===== src/rtl/mac_seq.sv =====
// Sequencer for a 4-lane MAC wrapper: streams activation/weight groups into
// the MAC, chains the partial sum through c, and emits the final dot product.
module mac_seq #(
  parameter int bw      = 4,
  parameter int psum_bw = 16,
  parameter int len_bw  = 8
) (
  input  logic                 clk,
  input  logic                 reset_n,
  input  logic                 start,
  input  logic [len_bw-1:0]    len,
  input  logic                 in_valid,
  output logic                 in_ready,
  input  logic [4*bw-1:0]      in_a,
  input  logic [4*bw-1:0]      in_b,
  output logic [bw-1:0]        mac_a1,
  output logic [bw-1:0]        mac_a2,
  output logic [bw-1:0]        mac_a3,
  output logic [bw-1:0]        mac_a4,
  output logic [bw-1:0]        mac_b1,
  output logic [bw-1:0]        mac_b2,
  output logic [bw-1:0]        mac_b3,
  output logic [bw-1:0]        mac_b4,
  output logic [psum_bw-1:0]   mac_c,
  input  logic [psum_bw-1:0]   mac_out,
  output logic                 out_valid,
  input  logic                 out_ready,
  output logic [psum_bw-1:0]   out_psum,
  output logic                 busy
);

  typedef enum logic [2:0] {IDLE, ACCEPT, FEED, CAPTURE, DONE} state_t;

  state_t              state, state_nxt;
  logic [psum_bw-1:0]  acc;
  logic [len_bw-1:0]   cnt;
  logic [len_bw-1:0]   len_q;
  logic                last_group;

  // cnt counts captured groups, so the last capture happens at len_q-1.
  assign last_group = (cnt == len_q - len_bw'(1));

  assign in_ready  = (state == ACCEPT);
  assign out_valid = (state == DONE);
  assign busy      = (state != IDLE);

  // NOTE: sequential state uses non-blocking assignments so every register
  // samples the pre-edge values of its peers, independent of block order.
  always_ff @(posedge clk or negedge reset_n) begin
    if (!reset_n) state <= IDLE;
    else          state <= state_nxt;
  end

  // NOTE: state_nxt takes a default before the case so no path leaves it
  // unassigned; otherwise synthesis would infer a latch.
  always_comb begin
    state_nxt = state;
    case (state)
      IDLE:    if (start) state_nxt = (len == '0) ? DONE : ACCEPT;
      ACCEPT:  if (in_valid) state_nxt = FEED;
      FEED:    state_nxt = CAPTURE;
      CAPTURE: state_nxt = last_group ? DONE : ACCEPT;
      DONE:    if (out_ready) state_nxt = IDLE;
      default: state_nxt = IDLE;
    endcase
  end

  always_ff @(posedge clk or negedge reset_n) begin
    if (!reset_n) begin
      acc      <= '0;
      cnt      <= '0;
      len_q    <= '0;
      mac_a1   <= '0;
      mac_a2   <= '0;
      mac_a3   <= '0;
      mac_a4   <= '0;
      mac_b1   <= '0;
      mac_b2   <= '0;
      mac_b3   <= '0;
      mac_b4   <= '0;
      mac_c    <= '0;
      out_psum <= '0;
    end else begin
      case (state)
        IDLE: begin
          if (start) begin
            acc <= '0;
            cnt <= '0;
            if (len == '0) out_psum <= '0;
            else           len_q    <= len;
          end
        end
        ACCEPT: begin
          if (in_valid) begin
            mac_a1 <= in_a[0*bw +: bw];
            mac_a2 <= in_a[1*bw +: bw];
            mac_a3 <= in_a[2*bw +: bw];
            mac_a4 <= in_a[3*bw +: bw];
            mac_b1 <= in_b[0*bw +: bw];
            mac_b2 <= in_b[1*bw +: bw];
            mac_b3 <= in_b[2*bw +: bw];
            mac_b4 <= in_b[3*bw +: bw];
            mac_c  <= acc;
          end
        end
        CAPTURE: begin
          acc <= mac_out;
          cnt <= cnt + len_bw'(1);
          // out_psum is loaded with the final sum so it is stable throughout DONE.
          if (last_group) out_psum <= mac_out;
        end
        default: ;
      endcase
    end
  end

endmodule


===== config.mk =====
export PLATFORM = sky130hd
export DESIGN_NAME = mac_seq
export DESIGN_NICKNAME = d
export VERILOG_FILES = /design/src/rtl/mac_seq.sv
export SDC_FILE = /design/constraint.sdc
export NUM_CORES = 1
export LEC_CHECK = 0
export ABC_AREA = 1
export CORE_AREA = 2 2 89 108
export DETAILED_ROUTE_END_ITERATION = 6
export DIE_AREA = 0 0 91 110
export PLACE_DENSITY = 0.82
export SYNTH_ARGS = -nofsm -noshare
export SYNTH_HDL_FRONTEND = slang
export SYNTH_SLANG_ARGS = --single-unit

===== constraint.sdc =====
create_clock -name clk -period 3.5 [get_ports clk]
set_clock_uncertainty 0.15 [all_clocks]
set_input_delay 0.7 -clock clk [delete_from_list [all_inputs] [get_ports clk]]
set_output_delay 0.7 -clock clk [all_outputs]
set_load 0.05 [all_outputs]

==> out/metrics.cfg, run 1 <==
[outcome]
status = completed

[sta]
maxSlewHeadroom = 0.5172
whs_ps = 200.4
post-route-period-util = 0.8021
max_freq_mhz = 356.2
fin_crit_ps = 2807
fin_ws_ps = 692.6
setup_viol = 0
final_hold_viol_count = 0
rsz0062_at_grt = no
finalMaxSlewViolations = 0
worst_pin_slew_ps = 722.5
finalSetupTns_ps = 0

[finish]
diodes = 0
final_area_mm2 = 0.005899
drive_above_1_share = 0.1100
n_fill_cell = 736
areaGrowthSynthToFinish_pct = 35.29
fin_nets = 658

[worst_setup_path]
end_kind = primary output
rr_worst_depth = 5
crit_fanout = 4
cp_top_family = buffers and inverters
cp-startpoint = state[0]
rrSetupSlack_ps = 1130
worst-setup-path-type = flop to primary output
cp.arrival_ps = 1960
cp_cell_sequence = inv_2 > nor2_1 > nand2_1 > inv_1 > clkdlybuf4s50_1
r2r-end = cnt[1]
r2r_start = state[0]
critPathRequiredTime_ps = 2650
cpPeakStageDelay_ps = 820
cp_slowest_cell = clkdlybuf4s50_1
cp-start-kind = flop
critPathBufInv = 3

[floorplanning]
row_count = 38
die_w_um = 91
die_area_mm2 = 0.01001
pin_count = 128
start_util = 0.4878
design.core.area_mm2 = 0.008939
die_h_um = 110

[synthesis]
synthFlopType = dfrtp_1
postSynthAreaPerCell_um2 = 9.278
synth_edf_count = 0
ys_types = 30
synthTopCellsByCount = 110 x nand2_1, 99 x dfrtp_1, 68 x inv_1
synth.cell_area_mm2 = 0.004360
yosysSeqAreaShare = 0.5681
yosysMostFrequentCell = nand2_1
synthCells = 470
yosysWarningCount = 0
syn_nets = 533
synthTopCellsByArea = dfrtp_1 57%, nand2_1 9.5%, mux2_2 8.3%
synthArstFlopShare = 1.000
synth-seq-cells = 99
synth_top_area_cell = dfrtp_1
yosys.area.top_type_share = 0.5681

[detailed_routing]
via_count = 3573
wire_per_inst_um = 13.93
viasPerCell = 4.963
antenna_left = 0
drcViolationCount = 0
wl_um = 10030
drt_iter0_drc = 188
drt_pass1_iterations = 4

[global_route]
grt.total_usage = 0.2070
grt_max_degree = 65
overflow = 0
antenna_found_initial = 0
grt_first_pass_wirelength_um = 16330
grt_pass1_vias = 3417

[clocking]
cts_resized = 0
cts_root_buffer = clkbuf_8
cts_buffer_depth = 2
cts_tree = built
clock-sinks = 99
cts_htree_levels = 3
cts_setup_buffers = 0
cts_buffers = 9
clkLatencyLatePin_ps = 370
ctsHoldBuffers = 0
path_clk_slew_ps = 100

[pwr]
ir_drop_mv = 0.5837
p_per_area_mw_per_mm2 = 1022
p_leak_nw = 2.806

[placement]
io_buffer_count = 127
dpl_worst_slack_ps = 919.2
place_area_mm2 = 0.005724
hpwl_um = 7361
gp_congestion = 0.8469

[worst_hold_path]
hp-class = input pin to async pin

[flow_run]
drv_cap = 0

==> worst max-delay path by stage <==
stage                endpoint  cells after the start
global route         in_ready                      5
CTS                  in_ready                      5
detailed placement     cnt[3]                      4
global placement       cnt[1]                      4
floorplan           out_valid                      2
finish               in_ready                      5
==> cell families after synthesis <==
| group | Yosys count | synth area share |
|---|---|---|
| AOI/OAI and AO/OA | 55 | 0.07001 |
| adders and majority gates | 2 | 0.005738 |
| and+or+nand+nor | 191 | 0.1859 |
| xor gates and xnor gates | 2 | 0.004018 |
| buffers and inverters | 89 | 0.08350 |
| muxes | 32 | 0.08264 |
| DFF | 99 | 0.5682 |
==> worst reg2reg max path: stages (launching register included) <==
cell,delay [ps]
dfrtp_1,430
inv_2,130
nor3_4,80
inv_2,500
nand2_1,630
o21ai_0,340
==> registers in the layout, indices dropped and copies added, names as in the netlist <==
name and count:
mac_b3 4, mac_b2 4, mac_a3 4, len_q 8, out_psum 16, mac_b1 4
cnt 8, state 3, mac_b4 4, mac_a2 4, mac_a4 4, acc 16
mac_a1 4, mac_c 16
==> cell type report <==
cell class | instances | area (µm²) | share of cell area
clock inverter | 7 | 51.30 | 0.008696
timing repair buffer | 130 | 1304 | 0.2210
clock buffer | 9 | 123.9 | 0.02100
sequential | 99 | 2477 | 0.4199
inverter | 73 | 274.0 | 0.04645
multi-input combinational | 282 | 1519 | 0.2575
tap | 120 | 150.1 | 0.02545
==> cells in the final DEF (no fill, tap or decap), types with 3 or more instances in the layout <==
cell type and count:
o21ai_0 32, buf_4 3, nand2_1 110, o22ai_1 17
nand4_1 4, clkdlybuf4s50_1 126, inv_1 68, inv_2 5
nor2_1 37, clkbuf_8 9, nor3_1 3, dfrtp_1 99
nand3_1 28, mux2_2 32, clkinv_2 3
==> report_power, final <==
group | internal [W] | switching (W) | leakage, nW
Clock | 0.000263 | 0.000397 | 0.0913
Combinational | 0.00118 | 0.00224 | 1.52
Sequential | 0.00165 | 0.000297 | 1.20
==> per-layer routing <==
metal	up-vias	track usage	part of all wire
met5	-	0	0
met4	0	0.07143	0.014
met3	11	0.03943	0.066
met2	121	0.3603	0.50
met1	1695	0.2623	0.42
li1	1746	-	-
==> through the flow <==
step,util,cells,power (W)
floorplan,-,470,0.004289
global placement,0.6404,704,0.005317
detailed placement,0.6404,704,0.005411
CTS,0.6600,720,0.006079
global route,0.6600,720,0.006389
finish,0.6600,720,0.006031
Power figures use the tool's default switching activity.
==> inputs of run 2 (changes only) <==
- CORE_AREA: 2 2 89 108 -> 2 2 91 111
- DIE_AREA: 0 0 91 110 -> 0 0 93 113
- PLACE_DENSITY: 0.82 -> 0.78
- clock period: 3.5 -> 2.6 ns (I/O delays scaled with it)
==> run 2 against run 1 <==
- sequential share of layout area decreased by 1.4 points
- sequential power increased by 34%
- total power increased by 46%
- die area increased by 5.0%
- wire length increased by 0.84%
- combinational power increased by 36%
- final cell count increased by 0.56%
- flip-flop and latch count unchanged
- critical endpoint is now busy
- largest cell class unchanged
- highest routed layer unchanged
==> out/metrics.cfg, run 2 (same netlist as run 1, synthesis figures left out) <==
[global_route]
overflow = 0
groute.layer.met3.usage = 0.04194
grt.total_usage = 0.2007
antenna_found_initial = 0
grt_first_pass_wirelength_um = 16700
top_usage_layer = met2
grt_max_degree = 65
met2_usage = 0.3560
grt_pass1_vias = 3523
grtUsageMet1 = 0.2441

[clocking]
clock-sinks = 99
cts_buffers = 9
clkLatencyLatePin_ps = 340
cts_root_buffer = clkbuf_16
cts_tree = built
path_clk_slew_ps = 70
cts_buffer_depth = 2
cts_htree_levels = 3

[detailed_routing]
wl_um = 10110
drt_iter0_drc = 173
antenna_left = 0
wire_per_inst_um = 13.96
viasPerCell = 4.938
via_count = 3575
drcViolationCount = 0
drt_pass1_iterations = 5

[placement]
io_buffer_count = 127
gp_congestion = 0.8359
place_area_mm2 = 0.005748
hpwl_um = 7256

[floorplanning]
start_util = 0.4654
die_area_mm2 = 0.01051
die_w_um = 93
design.core.area_mm2 = 0.009369
row_count = 39
pin_count = 128
die_h_um = 113

[sta]
final_hold_viol_count = 0
fin_crit_ps = 2461
finalMaxSlewViolations = 0
rsz0062_at_grt = no
post-route-period-util = 0.9467
worst_pin_slew_ps = 648.7
finalSetupTns_ps = 0
maxSlewHeadroom = 0.5669
max_freq_mhz = 406.3
setup_viol = 0

[worst_hold_path]
hp-class = input pin to async pin

[finish]
fin_nets = 659
final_area_mm2 = 0.006100
top_regs = acc: 16 flops, mac_c: 16 flops, out_psum: 16 flops
final_common_cell = clkdlybuf4s50_1
areaGrowthSynthToFinish_pct = 39.89
drive_above_1_share = 0.1115
n_fill_cell = 759
final_cell_mix = 124 x clkdlybuf4s50_1, 110 x nand2_1, 99 x dfrtp_1, 68 x inv_1, 37 x nor2_1
diodes = 0

[pwr]
p_per_area_mw_per_mm2 = 1441
p_leak_nw = 2.915
ir_drop_mv = 0.7077

[worst_setup_path]
cp_top_family = buffers and inverters
cp-start-kind = flop
cp.arrival_ps = 1790
crit_fanout = 6
critPathRequiredTime_ps = 1930
worst-setup-path-type = flop to primary output
cpPeakStageDelay_ps = 810
cp_cell_sequence = inv_2 > nand3_2 > clkdlybuf4s50_1
end_kind = primary output
cp_slowest_cell = clkdlybuf4s50_1
critPathBufInv = 2

[outcome]
status = completed

[flow_run]
drv_cap = 0

[run 2: cell count changes in the layout (fill, tap and decap cells not counted), moves of 2 or more]
cell	delta
clkbuf_8	-8
bufinv_16	+3
clkdlybuf4s50_1	-2
clkbuf_16	+9
clkinv_2	-2
[run 2: power by group]
group | switching [W] | internal (W) | total [W]
combinational | 0.00304 | 0.00160 | 0.00464
sequential | 0.000386 | 0.00223 | 0.00262
clock | 0.000568 | 0.000968 | 0.00154
total | 0.00399 | 0.00479 | 0.00879
[run 2: worst register-to-register path, cell delays in order, from the launching register on]
cell and delay (ps):
dfrtp_1 400, inv_2 80, ha_1 300, inv_1 40
nand2_1 50, nand2_1 40, nor2_1 120, nand2_1 60
nor2_1 110, nand2_1 60, nor2_1 90, nand2_1 100
nand2_2 300, nand2_1 90, nand2_1 70, nand2_1 50
[run 2: what timing repair did]
item | in CTS | in global routing
resized for setup | 1 | 1
endpoints found under the setup margin | 1 | 1
buffers inserted | 0 | 0
endpoints found under the hold margin | 0 | 0
hold buffers | 0 | 0
[run 2: layout make-up]
cell class | count | area (µm²) | area share
sequential | 99 | 2477 | 0.4062
timing repair buffer | 131 | 1325 | 0.2172
multi-input combinational | 282 | 1519 | 0.2490
tap | 123 | 153.9 | 0.02523
clock inverter | 6 | 111.4 | 0.01826
inverter | 73 | 274.0 | 0.04492
clock buffer | 10 | 239.0 | 0.03918
[run 2: per-layer routing]
metal	vias to the layer above	part of all wire
met5	-	0
met1	1689	0.41
li1	1747	-
met3	10	0.060
met4	0	0.010
met2	129	0.52
[run 2: final timing paths]
kind                            cells after the start  slack, ps     start         to
min in group clk                                    2        330  mac_c[7]   mac_c[7]
worst min-delay path                                1         20   reset_n   mac_c[8]
worst max-delay path                                3        140  state[2]       busy
worst min register to register                      2        330  mac_c[7]   mac_c[7]
max in group asynchronous                           2       1560   reset_n  mac_b3[3]
worst max register to register                     15        390  len_q[0]   state[0]
[run 2: through the flow]
stage	util	hold WS (ps)	instances	total power, W	setup WS, ps
after global placement	0.6135	308.6	708	0.007166	348.0
after global routing	0.6510	62.15	724	0.009281	78.51
after floorplan	-	74.41	470	0.005774	401.8
after CTS	0.6508	40.16	724	0.008852	23.44
final	0.6510	21.11	724	0.008788	138.6
after detailed placement	0.6135	313.2	708	0.007298	285.6
